<file path="src/rtl/modmul_seq_ctrl_if.sv">
// Operand/result handshake bundle for the bit-serial modular multiplier sequencer.
// The master issues start/abort and operands; the slave returns status and the product.
interface modmul_seq_ctrl_if #(
  parameter int W  = 4,
  parameter int CW = (W > 2) ? $clog2(W) : 1
);
  logic          start;
  logic          abort;
  logic [W-1:0]  a;
  logic [W-1:0]  b;
  logic [W-1:0]  p;
  logic          ready;
  logic          busy;
  logic [CW-1:0] bit_idx;
  logic          done;
  logic          err;
  logic [W-1:0]  result;

  modport master (
    output start, abort, a, b, p,
    input  ready, busy, bit_idx, done, err, result
  );

  modport slave (
    input  start, abort, a, b, p,
    output ready, busy, bit_idx, done, err, result
  );
endinterface

</file>
<file path="src/rtl/modmul_seq_ctrl.sv">
// Sequencer for the interleaved (double / conditional-add / reduce) modular multiplier.
// Scans the latched multiplier MSB-first, one bit per clock, yielding (a*b) mod p.
module modmul_seq_ctrl #(
  parameter int W  = 4,
  parameter int CW = (W > 2) ? $clog2(W) : 1
) (
  input  logic              clk,
  input  logic              rst,
  modmul_seq_ctrl_if.slave  bus
);

  typedef enum logic [1:0] {IDLE, RUN, DONE} state_t;

  state_t        state, state_next;
  logic [W-1:0]  a_q, b_q, p_q, acc, result_q;
  logic [CW-1:0] idx_q;
  logic          err_q;

  logic          operand_bad;
  logic          last_bit;
  logic [W:0]    dbl;
  logic [W-1:0]  dbl_red;
  logic [W:0]    sum;
  logic [W-1:0]  sum_red;

  // One step of the interleaved multiply; acc < p keeps both partials below 2p.
  always_comb begin
    operand_bad = (bus.p < W'(2)) || (bus.a >= bus.p);
    last_bit    = (idx_q == '0);
    dbl         = {acc, 1'b0};
    dbl_red     = (dbl >= {1'b0, p_q}) ? W'(dbl - {1'b0, p_q}) : dbl[W-1:0];
    sum         = {1'b0, dbl_red} + (b_q[idx_q] ? {1'b0, a_q} : '0);
    sum_red     = (sum >= {1'b0, p_q}) ? W'(sum - {1'b0, p_q}) : sum[W-1:0];
  end

  always_ff @(posedge clk or posedge rst) begin
    if (rst) state <= IDLE;
    else     state <= state_next;
  end

  // Abort wins over completion on the final RUN edge.
  always_comb begin
    state_next = state;
    case (state)
      IDLE: if (bus.start) state_next = operand_bad ? DONE : RUN;
      RUN: begin
        if (bus.abort)    state_next = IDLE;
        else if (last_bit) state_next = DONE;
      end
      DONE:    state_next = IDLE;
      default: state_next = IDLE;
    endcase
  end

  always_ff @(posedge clk or posedge rst) begin
    if (rst) begin
      a_q      <= '0;
      b_q      <= '0;
      p_q      <= '0;
      acc      <= '0;
      result_q <= '0;
      idx_q    <= '0;
      err_q    <= 1'b0;
    end else begin
      case (state)
        IDLE: begin
          if (bus.start) begin
            a_q <= bus.a;
            b_q <= bus.b;
            p_q <= bus.p;
            if (operand_bad) begin
              err_q    <= 1'b1;
              result_q <= '0;
            end else begin
              acc   <= '0;
              idx_q <= CW'(W - 1);
              err_q <= 1'b0;
            end
          end
        end
        RUN: begin
          if (!bus.abort) begin
            acc <= sum_red;
            if (last_bit) result_q <= sum_red;
            else          idx_q    <= idx_q - 1'b1;
          end
        end
        default: ;
      endcase
    end
  end

  assign bus.ready   = (state == IDLE);
  assign bus.busy    = (state == RUN);
  assign bus.done    = (state == DONE);
  assign bus.bit_idx = idx_q;
  assign bus.err     = err_q;
  assign bus.result  = result_q;

endmodule

</file>
<file path="src/flat_wrapper.sv">
// flat-port wrapper written by rule: the top's interface ports become plain ports
module modmul_seq_ctrl_flat 
#(
  parameter int W  = 4,
  parameter int CW = (W > 2) ? $clog2(W) : 1
)
  (clk, rst, bus_start, bus_abort, bus_a, bus_b, bus_p, bus_ready, bus_busy, bus_bit_idx, bus_done, bus_err, bus_result);
  modmul_seq_ctrl_if #(.W(W), .CW(CW)) bus_i ();
  input  logic clk;
  input  logic rst;
  input wire logic [$bits(bus_i.start)-1:0] bus_start;
  input wire logic [$bits(bus_i.abort)-1:0] bus_abort;
  input wire logic [$bits(bus_i.a)-1:0] bus_a;
  input wire logic [$bits(bus_i.b)-1:0] bus_b;
  input wire logic [$bits(bus_i.p)-1:0] bus_p;
  output wire logic [$bits(bus_i.ready)-1:0] bus_ready;
  output wire logic [$bits(bus_i.busy)-1:0] bus_busy;
  output wire logic [$bits(bus_i.bit_idx)-1:0] bus_bit_idx;
  output wire logic [$bits(bus_i.done)-1:0] bus_done;
  output wire logic [$bits(bus_i.err)-1:0] bus_err;
  output wire logic [$bits(bus_i.result)-1:0] bus_result;
  assign bus_i.start = bus_start;
  assign bus_i.abort = bus_abort;
  assign bus_i.a = bus_a;
  assign bus_i.b = bus_b;
  assign bus_i.p = bus_p;
  assign bus_ready = bus_i.ready;
  assign bus_busy = bus_i.busy;
  assign bus_bit_idx = bus_i.bit_idx;
  assign bus_done = bus_i.done;
  assign bus_err = bus_i.err;
  assign bus_result = bus_i.result;
  modmul_seq_ctrl #(.W(W), .CW(CW)) u_core (.clk(clk), .rst(rst), .bus(bus_i));
endmodule
</file>
<file path="config.mk">
export PLATFORM = sky130hd
export DESIGN_NAME = modmul_seq_ctrl_flat
export DESIGN_NICKNAME = d
export VERILOG_FILES = /design/src/rtl/modmul_seq_ctrl_if.sv /design/src/rtl/modmul_seq_ctrl.sv /design/src/flat_wrapper.sv
export SDC_FILE = /design/constraint.sdc
export NUM_CORES = 1
export LEC_CHECK = 0
export CAP_MARGIN = 5
export CELL_PAD_IN_SITES_DETAIL_PLACEMENT = 1
export CELL_PAD_IN_SITES_GLOBAL_PLACEMENT = 2
export CORE_UTILIZATION = 36
export CTS_CLUSTER_SIZE = 8
export DETAILED_ROUTE_END_ITERATION = 16
export PLACE_DENSITY_LB_ADDON = 0.1
export SLEW_MARGIN = 10
export SYNTH_ARGS = -nofsm -noshare
export SYNTH_HDL_FRONTEND = slang
export SYNTH_SLANG_ARGS = --single-unit
export TNS_END_PERCENT = 20
</file>
<file path="constraint.sdc">
create_clock -name clk -period 11.1 [get_ports clk]
set_input_delay 1.665 -clock clk [delete_from_list [all_inputs] [get_ports clk]]
set_output_delay 1.665 -clock clk [all_outputs]
set_load 0.01 [all_outputs]
</file>
# After elaboration in Yosys (flattened, before gate mapping)
# Index checks and enable logic that the tools add are counted.
# W data, S select, Z words.
[totals]
ff_bits = 25
latchBits = 0
ram_bits = 0
romBits = 0
inputBits = 16
output_inout_bits = 10
elab_cells = 60
n_memories = 0
[op_classes]
add_sub_neg = 4
n_mul = 0
n_div = 0
n_lt_le_gt_ge = 5
eq_ne = 9
shift = 0
n_mux = 25
bitwise_logic = 0
n_reduce_logical = 9
[op_table]
columns = ["cell", "count"]
rows = [
  ["$mux W4", 10],
  ["$mux W2", 8],
  ["$pmux W4 S2", 2],
  ["$ge A5 B4 Y1", 2],
  ["$reduce_and A5 Y1", 2],
  ["$ne A2 B2 Y1 const B", 4],
  ["$pmux W2 S2", 2],
  ["$sub A4 B4 Y4", 2],
  ["$add A4 B4 Y5", 1],
  ["$ge A4 B4 Y1", 1],
  ["$logic_not A2 Y1", 2],
  ["$lt A4 B2 Y1 const B", 1],
  ["$ne A2 B1 Y1 const B", 2],
  ["$reduce_and A2 Y1", 2],
  ["$reduce_and A4 Y1", 1],
  ["$lt A2 B3 Y1 const B", 1],
  ["$ne A3 B2 Y1 const B", 1],
  ["$bmux W1 S2", 1],
  ["$eq A2 B1 Y1 const B", 1],
  ["$eq A2 B2 Y1 const B", 1],
  ["$mux W1", 2],
  ["$reduce_bool A2 Y1", 1],
  ["$sub A2 B1 Y2 const B", 1],
  ["$logic_or A1 B1 Y1", 1],
]

# Longest topological paths before layout
[logic_depth]
word_depth = 9
depth_mapped = 17
depth_no_buf = 17

# Worst setup path before layout
# OpenSTA, ideal clock, no wires.
[synth_timing]
path_type = "reg-to-reg"
startpoint = "register u_core.p_q[1]"
endpoint = "register u_core.result_q[2], in the netlist u_core.bus.result[2]"
setup_time_ns = 0.121
arrival_ns = 3.719
required_time_ns = 10.979
slack_ns = 7.260
stages_incl_launch_ff = 17
path_buffers = 0
period_less_slack_ns = 3.840
path_cell_list = "dfrtp_1 -> inv_1 -> ha_1 -> nor2b_1 -> o21ai_0 -> nand3b_1 -> a21boi_1 -> mux2_2 -> ha_1 -> a21oi_1 -> and3_1 -> nor2_1 -> ha_1 -> a211o_1 -> a21oi_4 -> mux2_4 -> a22o_1"
[synth_between]
elab_chain_cells = 8
elab_cells_between_ends = 10
classes_between = "add/sub (3); order compare (2); mux (5)"
[synth_lines]
columns = ["item", "line_no", "text"]
rows = [
  ["from (decl)", "modmul_seq_ctrl.sv:15", "logic [W-1:0] a_q, b_q, p_q, acc, result_q;"],
  ["from (signal assigned)", "modmul_seq_ctrl.sv:70", "p_q <= bus.p;"],
  ["$sub A4 B4 Y4 / $ge A5 B4 Y1 (equally long branches)", "modmul_seq_ctrl.sv:31", "dbl_red = (dbl >= {1'b0, p_q}) ? W'(dbl - {1'b0, p_q}) : dbl[W-1:0];"],
  ["$mux W4", "modmul_seq_ctrl.sv:31", ""],
  ["$add A4 B4 Y5", "modmul_seq_ctrl.sv:32", "sum = {1'b0, dbl_red} + (b_q[idx_q] ? {1'b0, a_q} : '0);"],
  ["$sub A4 B4 Y4 / $ge A5 B4 Y1 (equally long branches)", "modmul_seq_ctrl.sv:33", "sum_red = (sum >= {1'b0, p_q}) ? W'(sum - {1'b0, p_q}) : sum[W-1:0];"],
  ["$mux W4 (*)", "modmul_seq_ctrl.sv:33", ""],
  ["$mux W4 (*)", "modmul_seq_ctrl.sv:84", "if (last_bit) result_q <= sum_red;"],
  ["$mux W4 (*)", "modmul_seq_ctrl.sv:82", "if (!bus.abort) begin"],
  ["$pmux W4 S2 (*)", "modmul_seq_ctrl.sv:65", "case (state)"],
  ["to (signal assigned)", "modmul_seq_ctrl.sv:84", ""],
  ["to (decl)", "modmul_seq_ctrl.sv:15", ""],
]
# Mark *: on every way between the ends. The rest lies on a longest branch, timed or not. The select of a mux whose other input is x is not followed.
# A chain may end at the register's enable or synchronous reset.

# Final worst setup path
# Same ends and word-level chain as after synthesis.

==> flow_summary_export.csv <==
group,metric,value,unit
run_status,status,"finished clean",
setup_path,crit_start,"u_core.p_q[1]",
clocking,clk_pin_slew_worst_paths,0.09,ns
place,place.gp.congestion,0.829,
timing,final_max_slew_viol_count,0,
run,maxCapViolations,0,
logic_synthesis,postSynthAreaPerCell,10.3,µm²
route,vias,1305,
setup_path,required,11.25,ns
floorplanning,coreArea,4500,µm²
layout,nFillCells,509,
timing,setup_viol,0,
timing,max_freq,0.234,GHz
floorplanning,die_area,5130,µm²
global_route,grt_overflow_total,0,
timing,worst_slew_pin_slew,0.980,ns
logic_synthesis,synth_warnings,0,
route,ant_nets,0,
clocking,cts_buffers,3,
setup_path,reg2reg_from,"u_core.p_q[1]",
floorplanning,start_util,0.388,
logic_synthesis,netlist_instances,170,
place,dp_slack,6.85,ns
timing,finalHoldViolCount,0,
logic_synthesis,synth_seq_cells,25,
clocking,ctsResizeCount,0,
setup_path,end_kind,"flop",
layout,area_growth,20.0,%
global_route,grt_pass1_wl,7.31,mm
place,placed_area,2050,µm²
place,port_buffers,25,
route,drt_iter0_markers,33,
layout,drive_gt1_frac,0.122,
clocking,hold_buffers,0,
floorplanning,die_h,71.7,µm
hold_path,min_path_type,"reg2reg",
timing,rsz0062_at_grt,"no",
clocking,htreeDepth,1,
clocking,cts_buffer_depth,2,
setup_path,critical_path_class,"reg2reg",
global_route,antenna_found_initial,0,
floorplanning,die_w,71.7,µm
route,viasPerCell,5.26,
timing,tns,0,ns
setup_path,worstPathArrival,4.43,ns
timing,max_slew_margin,0.346,
layout,nNetsFinal,233,
timing,fin_ws,6.83,ns
global_route,grt_pass1_vias,1513,
floorplanning,rows,24,
route,drc_errors,0,
timing,post-route-min-period,4.27,ns
layout,stdcell_area,2100,µm²
clocking,post-cts-setup-buffers,0,
hold_path,min_from,"u_core.a_q[3]",
route,drtPass1Iterations,4,
clocking,clkSinkCount,25,
layout,n_antenna_cell,0,
place,hpwl,3.57,mm
global_route,track_usage,0.187,
clocking,cts_tree,"built",
timing,fin_skew,0.0107,ns
logic_synthesis,ys_seq_area_frac,0.358,
route,wl_per_cell,17.1,µm
logic_synthesis,synth_cell_type_count,42,
global_route,grt_start_max_net_pins,26,
setup_path,cp-start-kind,"flop",
route,drt_wl_total,4.24,mm
logic_synthesis,synth_area,1750,µm²
logic_synthesis,syn_nets,206,
clocking,cts_root_buffer,"clkbuf_8",
setup_path,cp_max_fo,4,
timing,finalCritPeriodShare,0.385,
clocking,clock_latency,0.27,ns
floorplanning,io_pins,26,
worst max-delay path, cell delays in order, from the launching register on:
cell and delay (ns):
dfrtp_1 0.42, inv_1 0.10, ha_1 0.30, nor2b_1 0.13
o21ai_0 0.21, nand3b_1 0.11, a21boi_1 0.32, mux2_2 0.39
ha_1 0.35, xor2_1 0.26, ha_1 0.31, a21oi_1 0.32
o21ai_4 0.14, a21oi_4 0.23, mux2_4 0.33, a22o_1 0.21
synth_stat cells (all sizes together):
| cell | n | area share |
|---|---|---|
| or3 | 1 | 0.0036 |
| dfrtp | 25 | 0.36 |
| o31ai | 3 | 0.024 |
| nor2 | 11 | 0.024 |
| xor2 | 1 | 0.0050 |
| nor2b | 2 | 0.0072 |
| xnor2 | 2 | 0.010 |
| o21a | 1 | 0.0043 |
| a22o | 6 | 0.030 |
| nor3 | 4 | 0.011 |
| nand2b | 3 | 0.011 |
| nor4 | 1 | 0.0072 |
| inv | 21 | 0.045 |
| and3 | 1 | 0.0036 |
| o211a | 1 | 0.0057 |
| nand3 | 1 | 0.0029 |
| o211ai | 2 | 0.011 |
| a211o | 1 | 0.0050 |
| o21ai | 9 | 0.032 |
| nor3b | 1 | 0.0043 |
| ha | 17 | 0.12 |
| and2 | 6 | 0.021 |
| a21oi | 7 | 0.027 |
| nand2 | 10 | 0.021 |
| nand3b | 3 | 0.013 |
| mux4 | 1 | 0.013 |
| a21boi | 2 | 0.0086 |
| mux2i | 4 | 0.023 |
| a21o | 1 | 0.0043 |
| mux2 | 13 | 0.086 |
| a211oi | 1 | 0.0043 |
| o22ai | 1 | 0.0036 |
| fa | 3 | 0.034 |
| a221oi | 1 | 0.0050 |
| buf | 3 | 0.0086 |
layout by cell type, fill, tap and decap left out, types with 2 or more instances in the layout:
| cell | count |
|---|---|
| a22o_1 | 6 |
| nand2b_1 | 3 |
| fa_1 | 3 |
| mux2i_1 | 4 |
| o21ai_0 | 8 |
| mux2_2 | 12 |
| clkdlybuf4s50_1 | 25 |
| a21oi_1 | 6 |
| ha_1 | 17 |
| clkbuf_8 | 3 |
| nand3b_1 | 3 |
| nor2b_1 | 2 |
| nand2_1 | 10 |
| inv_1 | 21 |
| nor3_1 | 4 |
| dfrtp_1 | 25 |
| xnor2_1 | 2 |
| nor2_1 | 11 |
| and2_1 | 6 |
worst paths after layout:
kind	end	slack, ns	cells past startpoint
max in group asynchronous	u_core.acc[3]	8.57	2
hold / removal	u_core.a_q[3]	0.52	1
min in group asynchronous	u_core.a_q[0]	1.92	2
setup / recovery	u_core.bus.result[2]	6.83	15
hold reg to reg	u_core.a_q[3]	0.52	1
setup reg to reg	u_core.bus.result[2]	6.83	15
through the flow:
step                hold WS (ns)  std cells   util
global placement           0.484        244  0.454
detailed placement         0.502        244  0.454
CTS                        0.523        248  0.465
floorplan                  0.472        170      -
global route               0.545        248  0.465
finish                     0.518        248  0.465
metal layers:
| layer | vias up | share of wire | track usage | routed length [µm] |
|---|---|---|---|---|
| met5 | - | 0 | 0 | 0 |
| met4 | 0 | 0.011 | 0.0479 | 48 |
| li1 | 646 | - | - | - |
| met3 | 4 | 0.023 | 0.0295 | 96 |
| met1 | 635 | 0.44 | 0.219 | 1860 |
| met2 | 20 | 0.53 | 0.354 | 2240 |
flip-flops by register name, summed over array words and instances, names as in the netlist:
name	count
u_core.a_q	4
u_core.acc	4
u_core.b_q	4
u_core.bus.bit_idx	2
u_core.bus.err	1
u_core.bus.result	4
u_core.p_q	4
u_core.state	2
final cells by class:
class	count	area, µm²	share of cell area
Inverter	21	78.8	0.0376
Clock inverter	1	7.51	0.00358
Clock buffer	3	41.3	0.0197
Tap cell	52	65.1	0.0310
Timing Repair Buffer	25	250	0.119
Sequential cell	25	626	0.299
Multi-Input combinational cell	121	1030	0.490
kinds of logic (layout without fill, tap and decap cells):
group | after synthesis | count (layout) | share of synthesized area
AO/OA/AOI/OAI | 36 | 36 | 0.165
XOR/XNOR | 3 | 3 | 0.0150
adder cells (fa/ha/maj) | 20 | 20 | 0.156
buffers and inverters | 24 | 50 | 0.0537
flip-flops | 25 | 25 | 0.358
multiplexers | 18 | 18 | 0.122
AND/OR/NAND/NOR | 44 | 44 | 0.130
Power is not shown: default switching activity piles up to over one toggle a cycle in this logic, so the estimate is an artifact.
